### src/rtl/irda_sir_tx.sv
// IrDA SIR byte transmitter: UART 8N1 framing with return-to-zero pulses for 0 bits,
// plus transceiver shutdown control with a wake-up settle period.
module irda_sir_tx #(
  parameter int BIT_CYCLES   = 1250,
  parameter int PULSE_CYCLES = 234,
  parameter int WAKE_CYCLES  = 1200
) (
  input  logic       clk,
  input  logic       rst_n,
  input  logic       enable,
  input  logic [7:0] tx_data,
  input  logic       tx_valid,
  output logic       tx_ready,
  output logic       busy,
  output logic       done,
  output logic       txd,
  output logic       sd
);
  localparam int CW = $clog2(BIT_CYCLES);
  localparam int WW = $clog2(WAKE_CYCLES + 1);
  localparam logic [CW-1:0] CELL_LAST = CW'(BIT_CYCLES - 1);
  localparam logic [CW-1:0] DONE_AT   = CW'(BIT_CYCLES - 2);
  localparam logic [CW-1:0] PULSE_END = CW'(PULSE_CYCLES);
  localparam logic [WW-1:0] WAKE_LOAD = WW'(WAKE_CYCLES - 1);

  typedef enum logic [2:0] {S_OFF, S_WAKE, S_IDLE, S_START, S_DATA, S_STOP} state_t;

  state_t          state;
  logic [CW-1:0]   cell_cnt;
  logic [CW-1:0]   cell_inc;
  logic [WW-1:0]   wake_cnt;
  logic [3:0]      bit_idx;
  logic [8:0]      shreg;   // remaining data bits, stop bit shifted in from the top

  assign cell_inc = cell_cnt + CW'(1);

  always_ff @(posedge clk or negedge rst_n) begin
    if (!rst_n) begin
      state    <= S_OFF;
      cell_cnt <= '0;
      wake_cnt <= '0;
      bit_idx  <= '0;
      shreg    <= '0;
      txd      <= 1'b0;
      sd       <= 1'b1;
      tx_ready <= 1'b0;
      busy     <= 1'b0;
      done     <= 1'b0;
    end else begin
      done <= 1'b0;
      case (state)
        S_OFF: begin
          if (enable) begin
            state    <= S_WAKE;
            wake_cnt <= WAKE_LOAD;
            sd       <= 1'b0;
          end
        end
        S_WAKE: begin
          if (!enable) begin
            state <= S_OFF;
            sd    <= 1'b1;
          end else if (wake_cnt == '0) begin
            state    <= S_IDLE;
            tx_ready <= 1'b1;
          end else begin
            wake_cnt <= wake_cnt - WW'(1);
          end
        end
        S_IDLE: begin
          // An advertised ready is honoured even if enable falls in the same cycle.
          if (tx_valid && tx_ready) begin
            state    <= S_START;
            shreg    <= {1'b1, tx_data};
            cell_cnt <= '0;
            bit_idx  <= '0;
            tx_ready <= 1'b0;
            busy     <= 1'b1;
            txd      <= 1'b1;
          end else if (!enable) begin
            state    <= S_OFF;
            sd       <= 1'b1;
            tx_ready <= 1'b0;
          end else begin
            tx_ready <= 1'b1;
          end
        end
        default: begin
          if (cell_cnt == CELL_LAST) begin
            cell_cnt <= '0;
            if (state == S_STOP) begin
              state    <= S_IDLE;
              bit_idx  <= '0;
              busy     <= 1'b0;
              tx_ready <= enable;
              txd      <= 1'b0;
            end else begin
              state   <= (bit_idx == 4'd8) ? S_STOP : S_DATA;
              bit_idx <= bit_idx + 4'd1;
              txd     <= ~shreg[0];
              shreg   <= {1'b1, shreg[8:1]};
            end
          end else begin
            cell_cnt <= cell_inc;
            if (cell_inc == PULSE_END) txd <= 1'b0;
            if (state == S_STOP && cell_cnt == DONE_AT) done <= 1'b1;
          end
        end
      endcase
    end
  end
endmodule
### config.mk
export PLATFORM = sky130hd
export DESIGN_NAME = irda_sir_tx
export DESIGN_NICKNAME = d
export VERILOG_FILES = /design/src/rtl/irda_sir_tx.sv
export SDC_FILE = /design/constraint.sdc
export NUM_CORES = 1
export LEC_CHECK = 0
export ABC_AREA = 0
export CAP_MARGIN = 10
export CORE_MARGIN = 2
export CORE_UTILIZATION = 51
export DETAILED_ROUTE_END_ITERATION = 8
export PLACE_DENSITY = 0.81
export SYNTH_ARGS = -nofsm -noshare
export SYNTH_HDL_FRONTEND = slang
export SYNTH_SLANG_ARGS = --single-unit
### constraint.sdc
create_clock -name clk -period 2.8 [get_ports clk]
set_input_delay 0.56 -clock clk [delete_from_list [all_inputs] [get_ports clk]]
set_output_delay 0.56 -clock clk [all_outputs]
set_load 0.005 [all_outputs]
* Word level (Yosys, flattened, before mapping)
Index checks and enable logic that the tools add are counted.
Storage, ports and cells: output and inout port bits 5, logic and storage cells 101, ROM bits 0, latch bits 0, flip-flop bits (word level) 43, memory bits (writable) 0, memories kept 0, input port bits 12
Cells by class: $mul 0, add/sub/neg operators 3, div/mod/pow operators 0, $lt $le $gt $ge 0, equality and inequality tests 16, shifts and indexed selects 0, bitwise operators 3, muxes and demuxes 46, reductions and logical operators 23
Operator list (count):
- $mux W11 | 5
- $pmux W11 S2 | 2
- $mux W9 | 3
- $eq A11 B11 Y1 const B | 2
- $mux W3 | 7
- $mux W1 | 19
- $pmux W9 S2 | 1
- $reduce_and A4 Y1 | 4
- $mux W4 | 3
- $ne A2 B2 Y1 const B | 6
- $reduce_bool A3 Y1 | 4
- $add A11 B1 Y11 const B | 1
- $eq A11 B8 Y1 const B | 1
- $logic_not A11 Y1 | 1
- $sub A11 B1 Y11 const B | 1
- $pmux W3 S3 | 1
- $reduce_and A3 Y1 | 3
- $pmux W4 S2 | 1
- $ne A3 B3 Y1 const B | 2
- $pmux W1 S3 | 2
- $reduce_bool A2 Y1 | 3
- $reduce_and A5 Y1 | 1
- $add A4 B1 Y4 const B | 1
- $eq A4 B4 Y1 const B | 1
- 12 further kinds | 16

* Logic depth before layout (Yosys ltp)
depth after elaboration 5, depth in mapped cells 8, gate-level depth less buffers 7

* Least setup slack after synthesis
OpenSTA, ideal clock, no wires.
path kind register to register, from reg wake_cnt[7], to reg tx_ready, cell stages (with the launch flop) 6, arrival 2012 ps, setup slack 660 ps, library setup time 128 ps, path through dfrtp_1 -> or4_4 -> nor4_4 -> o22ai_2 -> o41ai_2 -> mux2_1
On the way: cells in the longest elaborated chain, start to end 3
Ends and longest elaborated chain:
- start, declared | RTL line 31 | logic [WW-1:0] wake_cnt;
- start signal, assigned | RTL line 67 | wake_cnt <= wake_cnt - WW'(1);
- $logic_not A11 Y1 | RTL line 63 | end else if (wake_cnt == '0) begin
- $ne A2 B2 Y1 (no line)
- $reduce_and A5 Y1 (no line)
- end signal, assigned | RTL line 95 | tx_ready <= enable;
- end, declared | RTL line 13 | output logic tx_ready,
No other way between the ends. A chain may end at the register's enable or synchronous reset.

* Worst setup path after layout
Same ends and word-level chain as after synthesis.

==> results.md <==
- Outcome: completed
- Sw frac: 38.58%
- Drt first-iter violations: 189
- H-tree levels: 2
- RD Place Congestion: 0.9771
- Fin util: 61.25%
- DRC Markers: 0
- CP Capture Type: register
- Vias post-DR: 2167
- Rel. slew slack: 37.17%
- Most common cell after layout, fill and taps aside: dfrtp_1
- # IOs: 17
- Most frequent cells in the layout: dfrtp_1 (42), o21ai_0 (32), nand2_1 (31)
- Syn Inst Count: 285
- Syn Area/Cell: 9.031 µm²
- Ant diodes: 0
- Slowest stage delay, CP: 600 ps
- Initial antenna violation count: 0
- Bufs on Longest Clock Path: 2
- CP bufs+invs: 0
- Post-CTS setup buffers: 0
- Max-cap violations: 0
- First-pass GRT wire length: 9.073 mm
- Starting Density: 53.78%
- DR WL/cell: 14.50 µm
- Crit path max-delay cell type: or4_4
- CTS Sinks: 43
- CTS tree: built
- Row count: 25
- Net Count, Synth: 304
- Gr ovfl total: 0
- DP HPWL: 3.753 mm
- CTS root buffer: clkbuf_8
- Die height: 75.04 µm
- Final min period: 2327 ps
- Share of cells above drive strength 1: 10.37%
- Mapped Area: 2574 µm²
- Startpoint types: register
- Vias/cell: 5.921
- Tot GR Track Use: 20.92%
- Ys flop type: dfrtp_1
- Final Slew Violations: 0
- Pre-antenna DRT Iters: 6
- Post-CTS sizing: 0
- Final Setup Violations: 0
- Sequential cell area: 1077 µm²
- # hold bufs at CTS: 0
- Fillers: 405
- Seq/Total Area, Yosys: 41.86%
- Die W: 75.04 µm
- Yosys reg bits: 43
- Worst Skew: 7.490 ps
- P_leak: 1.231 nW
- Vias in the first global route: 2016
- Post-synth EDFFs: 0
- CP cell instances: or4_4 -> nor4_4 -> o22ai_2 -> o41ai_2 -> mux2_1
- Warnings, synthesis: 0
- DRT antenna net count: 0
- Sequential power share: 38.7%
- Synth async-reset ratio: 100.0%
- Hold Crit Class: in -> async
- Critical path data arrival time: 2520 ps
- Sum of negative setup slack: 0 ps
- PortBufs: 16
- Clk Latency, worst-skew pair: 300 ps
- CP Data Required Time: 2990 ps
- Clock share of power: 21.7%
- Post-synthesis cell type count: 58
- Synth-to-Final Area Change: 13.90%
- F_max: 429.8 MHz
- RSZ-0062 raised after global routing: false
- Die Area: 5631 µm²
- Final period util: 83.10%
- Largest net degree at the start of global routing: 44
- Final-report hold violation count: 0
- Internal power: 1.625 mW
- CORE AREA: 4786 µm²
- Combinational power share: 39.7%
- WL final: 5.308 mm
- Worst Max-Slew Pin Slew: 942.4 ps
- Crit-path max FO: 5
- Clk pin slew, worst setup/hold paths: 80 ps
- Cts bufs inserted: 5
- Net switching power: 1.021 mW
- Area of the multi-input gates: 1389 µm²
- Critical path's top delay family: simple AND/OR/NAND/NOR gates
- Maximum vdd drop: 0.6316 mV
- Power per cell area: 902.6 nW/µm²
- Crit Path Class: reg -> reg
- Nets: 317
==> worst register-to-register path, delay by kind of cell (launching register included) <==
kind	cells	cell delay (ps)
AO/OA/AOI/OAI	2	480
flip-flops	1	400
multiplexers	1	350
AND/OR/NAND/NOR	2	980
==> power groups by stage <==
stage	Clock [mW]	Combinational, mW	Sequential (mW)
3_3_place_gp	0	1.01	1.02
2_1_floorplan	0	0.814	0.937
4_1_cts	0.582	1.05	1.02
5_1_grt	0.606	1.18	1.05
6_report	0.573	1.05	1.02
3_5_place_dp	0	1.04	1.03
==> final cells by class <==
class / instances / area share (%)
inverter: 10 / 1.280
clock inverter: 3 / 2.305
sequential: 43 / 36.75
timing repair buffer: 23 / 7.085
tap: 67 / 2.860
multi-input combinational: 215 / 47.38
clock buffer: 5 / 2.347
==> per-stage QoR <==
stage	hold WS [ps]	area, µm²	power, mW	worst slack [ps]	std cells
final	389.8	2932	2.646	473.1	366
after global placement	448.6	2795	2.032	347.3	358
after floorplan	264.4	2574	1.751	660.0	285
after CTS	442.4	2932	2.652	464.4	366
after detailed placement	452.2	2795	2.074	278.0	358
after global routing	496.1	2932	2.840	340.1	366
==> state kept, by name, summed over array words and instances, names as in the netlist, named ones only <==
name      flops
wake_cnt     11
tx_ready      1
bit_idx       4
cell_cnt     11
busy          1
txd           1
sd            1
shreg         9
state         2
done          1
==> path summary, 6_finish.rpt <==
check,startpoint,to,slack (ps),cells after the start
max reg2reg,wake_cnt[7],tx_ready,470,5
min,rst_n,cell_cnt[3],390,1
min reg2reg,shreg[8],shreg[8],470,1
max in group asynchronous,rst_n,cell_cnt[5],1810,1
max,wake_cnt[7],tx_ready,470,5
min in group clk,shreg[8],shreg[8],470,1
==> per-layer routing <==
layer | vias up | part of all wire (%) | track usage (%) | wire length, µm
li1 | 1056 | - | - | -
met2 | 72 | 47 | 31.97 | 2483
met4 | 0 | 0.79 | 8.730 | 42
met1 | 1033 | 46 | 29.05 | 2467
met3 | 6 | 5.9 | 4.284 | 315
met5 | - | 0 | 0 | 0
==> cell usage after synthesis, types with 3 or more instances <==
| cell | n | share of area (%) |
|---|---|---|
| or3b_2 | 3 | 1.0 |
| mux2i_1 | 11 | 4.3 |
| nand2_1 | 31 | 4.5 |
| nor4_1 | 5 | 1.2 |
| inv_1 | 10 | 1.5 |
| nor3_1 | 6 | 1.2 |
| ha_1 | 7 | 3.4 |
| nor2_1 | 20 | 2.9 |
| or2_2 | 5 | 1.2 |
| xnor2_1 | 4 | 1.4 |
| clkbuf_2 | 3 | 0.58 |
| o21ai_0 | 32 | 6.2 |
| or4_1 | 3 | 0.87 |
| or3_1 | 5 | 1.2 |
| clkbuf_1 | 11 | 1.6 |
| nand4bb_1 | 3 | 1.3 |
| xor2_1 | 5 | 1.7 |
| nand3_1 | 16 | 3.1 |
| dfrtp_1 | 42 | 41 |
| a21o_1 | 3 | 0.87 |
| a21oi_1 | 15 | 2.9 |
| nor3b_1 | 3 | 0.87 |
==> cells by family (layout without fill, tap and decap cells) <==
logic type / count (synthesis) / after routing / synth area share [%]
XOR/XNOR: 9 / 9 / 3.062
AND/OR/NAND/NOR: 118 / 118 / 25.18
AO/OA/AOI/OAI: 68 / 68 / 17.16
multiplexers: 13 / 13 / 5.153
buffers and inverters: 27 / 41 / 4.181
adder cells (fa/ha/maj): 7 / 7 / 3.403
flip-flops: 43 / 43 / 41.86
Power figures use the tool's default switching activity.
==> edit, RTL diff (same flow settings) <==
Set the parameter `PULSE_CYCLES` to 128 (it was 234).
--- a/src/rtl/irda_sir_tx.sv
+++ b/src/rtl/irda_sir_tx.sv
@@ -3,5 +3,5 @@
 module irda_sir_tx #(
   parameter int BIT_CYCLES   = 1250,
-  parameter int PULSE_CYCLES = 234,
+  parameter int PULSE_CYCLES = 128,
   parameter int WAKE_CYCLES  = 1200
 ) (
Function: same outputs for any inputs over 10 cycles, from zero or initial values and one cycle with rst_n low; that may be too few to reach the edited logic, so the function may still have changed.
==> edit against the unedited design <==
- setup slack improved by 0.11 ns
- critical path depth did not move
- sequential power fell by 5%
- global-route usage fell by 0.27 points
- total power fell by 14%
- synthesized area fell by 1.1%
- count of clock-buffer cells in the layout rose by 1
- first-iteration DRC count rose by 4.8%
- sequential cell count did not move
- fmax rose by 5.0%
- utilization fell by 1.3 points
- wire length fell by 5.5%
- cell area fell by 2.7%
- combinational power fell by 24%
- critical endpoint is now wake_cnt[5]$_DFFE_PN0P_
- largest cell class unchanged
==> edit: results (changes against the unedited design) <==
Leakage Power 0.00119 uW (-3.7%); Seq pwr share 0.426 (+0.039); post-synthesis sequential area ratio 0.423 (+0.00473); vias in the first global route 1927 (-4.4%); Crit path largest cell delay 0.63 ns (+0.03 ns); fill count 420 (+3.7%); mux contribution to synthesized area 0.0482 (-0.00335); Mapped Nets 300 (-1.3%); drt initial violations 198 (+4.8%); # diodes 0 (unchanged); Port Buffers 16 (unchanged); first-pass GRT wire length 8830 um (-2.7%); Peak VDD IR 0.000490 V (-22%); Routed WL per cell 13.8 um (-4.8%); Reg clk slew, reported paths 0.08 ns (about the same); Final GP Congestion 0.868 (-11%); post_cts resized 0 (unchanged); Power Internal 1430 uW (-12%); final cell utilization of the core 0.600 (-0.0128); # nets final 314 (-0.95%); Crit-path slowest cell clkdlybuf4s50_1; Yosys cell types 50 (-14%); compound-cell area share of the yosys netlist 0.162 (-0.00986); comb pwr 802 uW (-24%); vias 2061 (-4.9%); XOR/XNOR share of the synthesized area 0.0344 (+0.00379); GRT Total Usage 0.206 (-0.00271); Post-Synth Adder-Cell Area 0.0344 (+0.000385); dpl cell area 0.00273 mm2 (-2.2%); synth cell count leaders 42 x dfrtp_1, 34 x nand2_1, 32 x nor2_1; Setup Skew 0.00443 ns (-0.00306 ns); DRT Pass-1 Iters 4 (-2); drt via density 5.68 (-4.1%); HPWL reported at the end of detailed placement 3570 um (-4.8%); pwr dens 794 mW/mm2 (-12%); pre-CTS setup slack 0.315 ns (+0.0366 ns); Hold WS 0.404 ns (+0.0141 ns); Area contributors post-synth dfrtp_1 41%, o21ai_0 5.3%, nand2_1 5.0%, nor2_1 4.7%, mux2i_1 3.9%; final period utilization 0.792 (-0.0395); largest net degree at the start of global routing 44 (unchanged); layout cells sized above 1 0.0980 (-0.00571); worst-path fanout max 8 (+3); R2R setup slack 0.70 ns (+0.23 ns); worst-margin pin slew 0.937 ns (-0.00548 ns); Cells after Synth 281 (-1.4%); crit path DAT 2.39 ns (-0.13 ns); status complete, no violations; Inst Count DP 355 (-0.84%)
## edit: path summary, 6_finish.rpt
| kind | start | endpoint |
|---|---|---|
| max | enable | wake_cnt[5]$_DFFE_PN0P_ |
| min | rst_n | cell_cnt[6]$_DFFE_PN0P_ |
| max reg2reg | state[0]$_DFFE_PN0P_ | txd$_DFFE_PN0P_ |
| min reg2reg | shreg[8]$_DFFE_PN0P_ | shreg[8]$_DFFE_PN0P_ |
| max in group asynchronous | rst_n | wake_cnt[3]$_DFFE_PN0P_ |
| min in group clk | shreg[8]$_DFFE_PN0P_ | shreg[8]$_DFFE_PN0P_ |
## edit: kinds of logic (layout without fill, tap and decap cells)
| logic type | Yosys count | count (layout) |
|---|---|---|
| compound gates | 64 | 64 |
| xor+xnor | 10 | 10 |
| fa+ha+maj | 7 | 7 |
| buf+inv | 21 | 36 |
| flops | 43 | 43 |
| mux | 12 | 12 |
| simple gates | 124 | 124 |
## edit: layer usage
layer | wire (um) | vias to the layer above | global-route usage | part of all wire
met1 | 2460 | 978 | 0.302 | 0.49
met2 | 2320 | 44 | 0.316 | 0.46
met5 | 0 | - | 0 | 0
met3 | 179 | 6 | 0.0415 | 0.036
met4 | 60 | 0 | 0.0575 | 0.012
li1 | - | 1033 | - | -
## edit: cell type report
class | count | area share
tap | 67 | 0.0294
timing repair buffer | 21 | 0.0676
inverter | 7 | 0.00921
sequential | 43 | 0.378
clock buffer | 6 | 0.0290
clock inverter | 2 | 0.0123
multi-input combinational | 217 | 0.475
## edit: critical path: cells and delay by family
kind            cells  cell delay (ns)
buf+inv             1             0.63
simple gates        3             1.13
compound gates      1             0.07
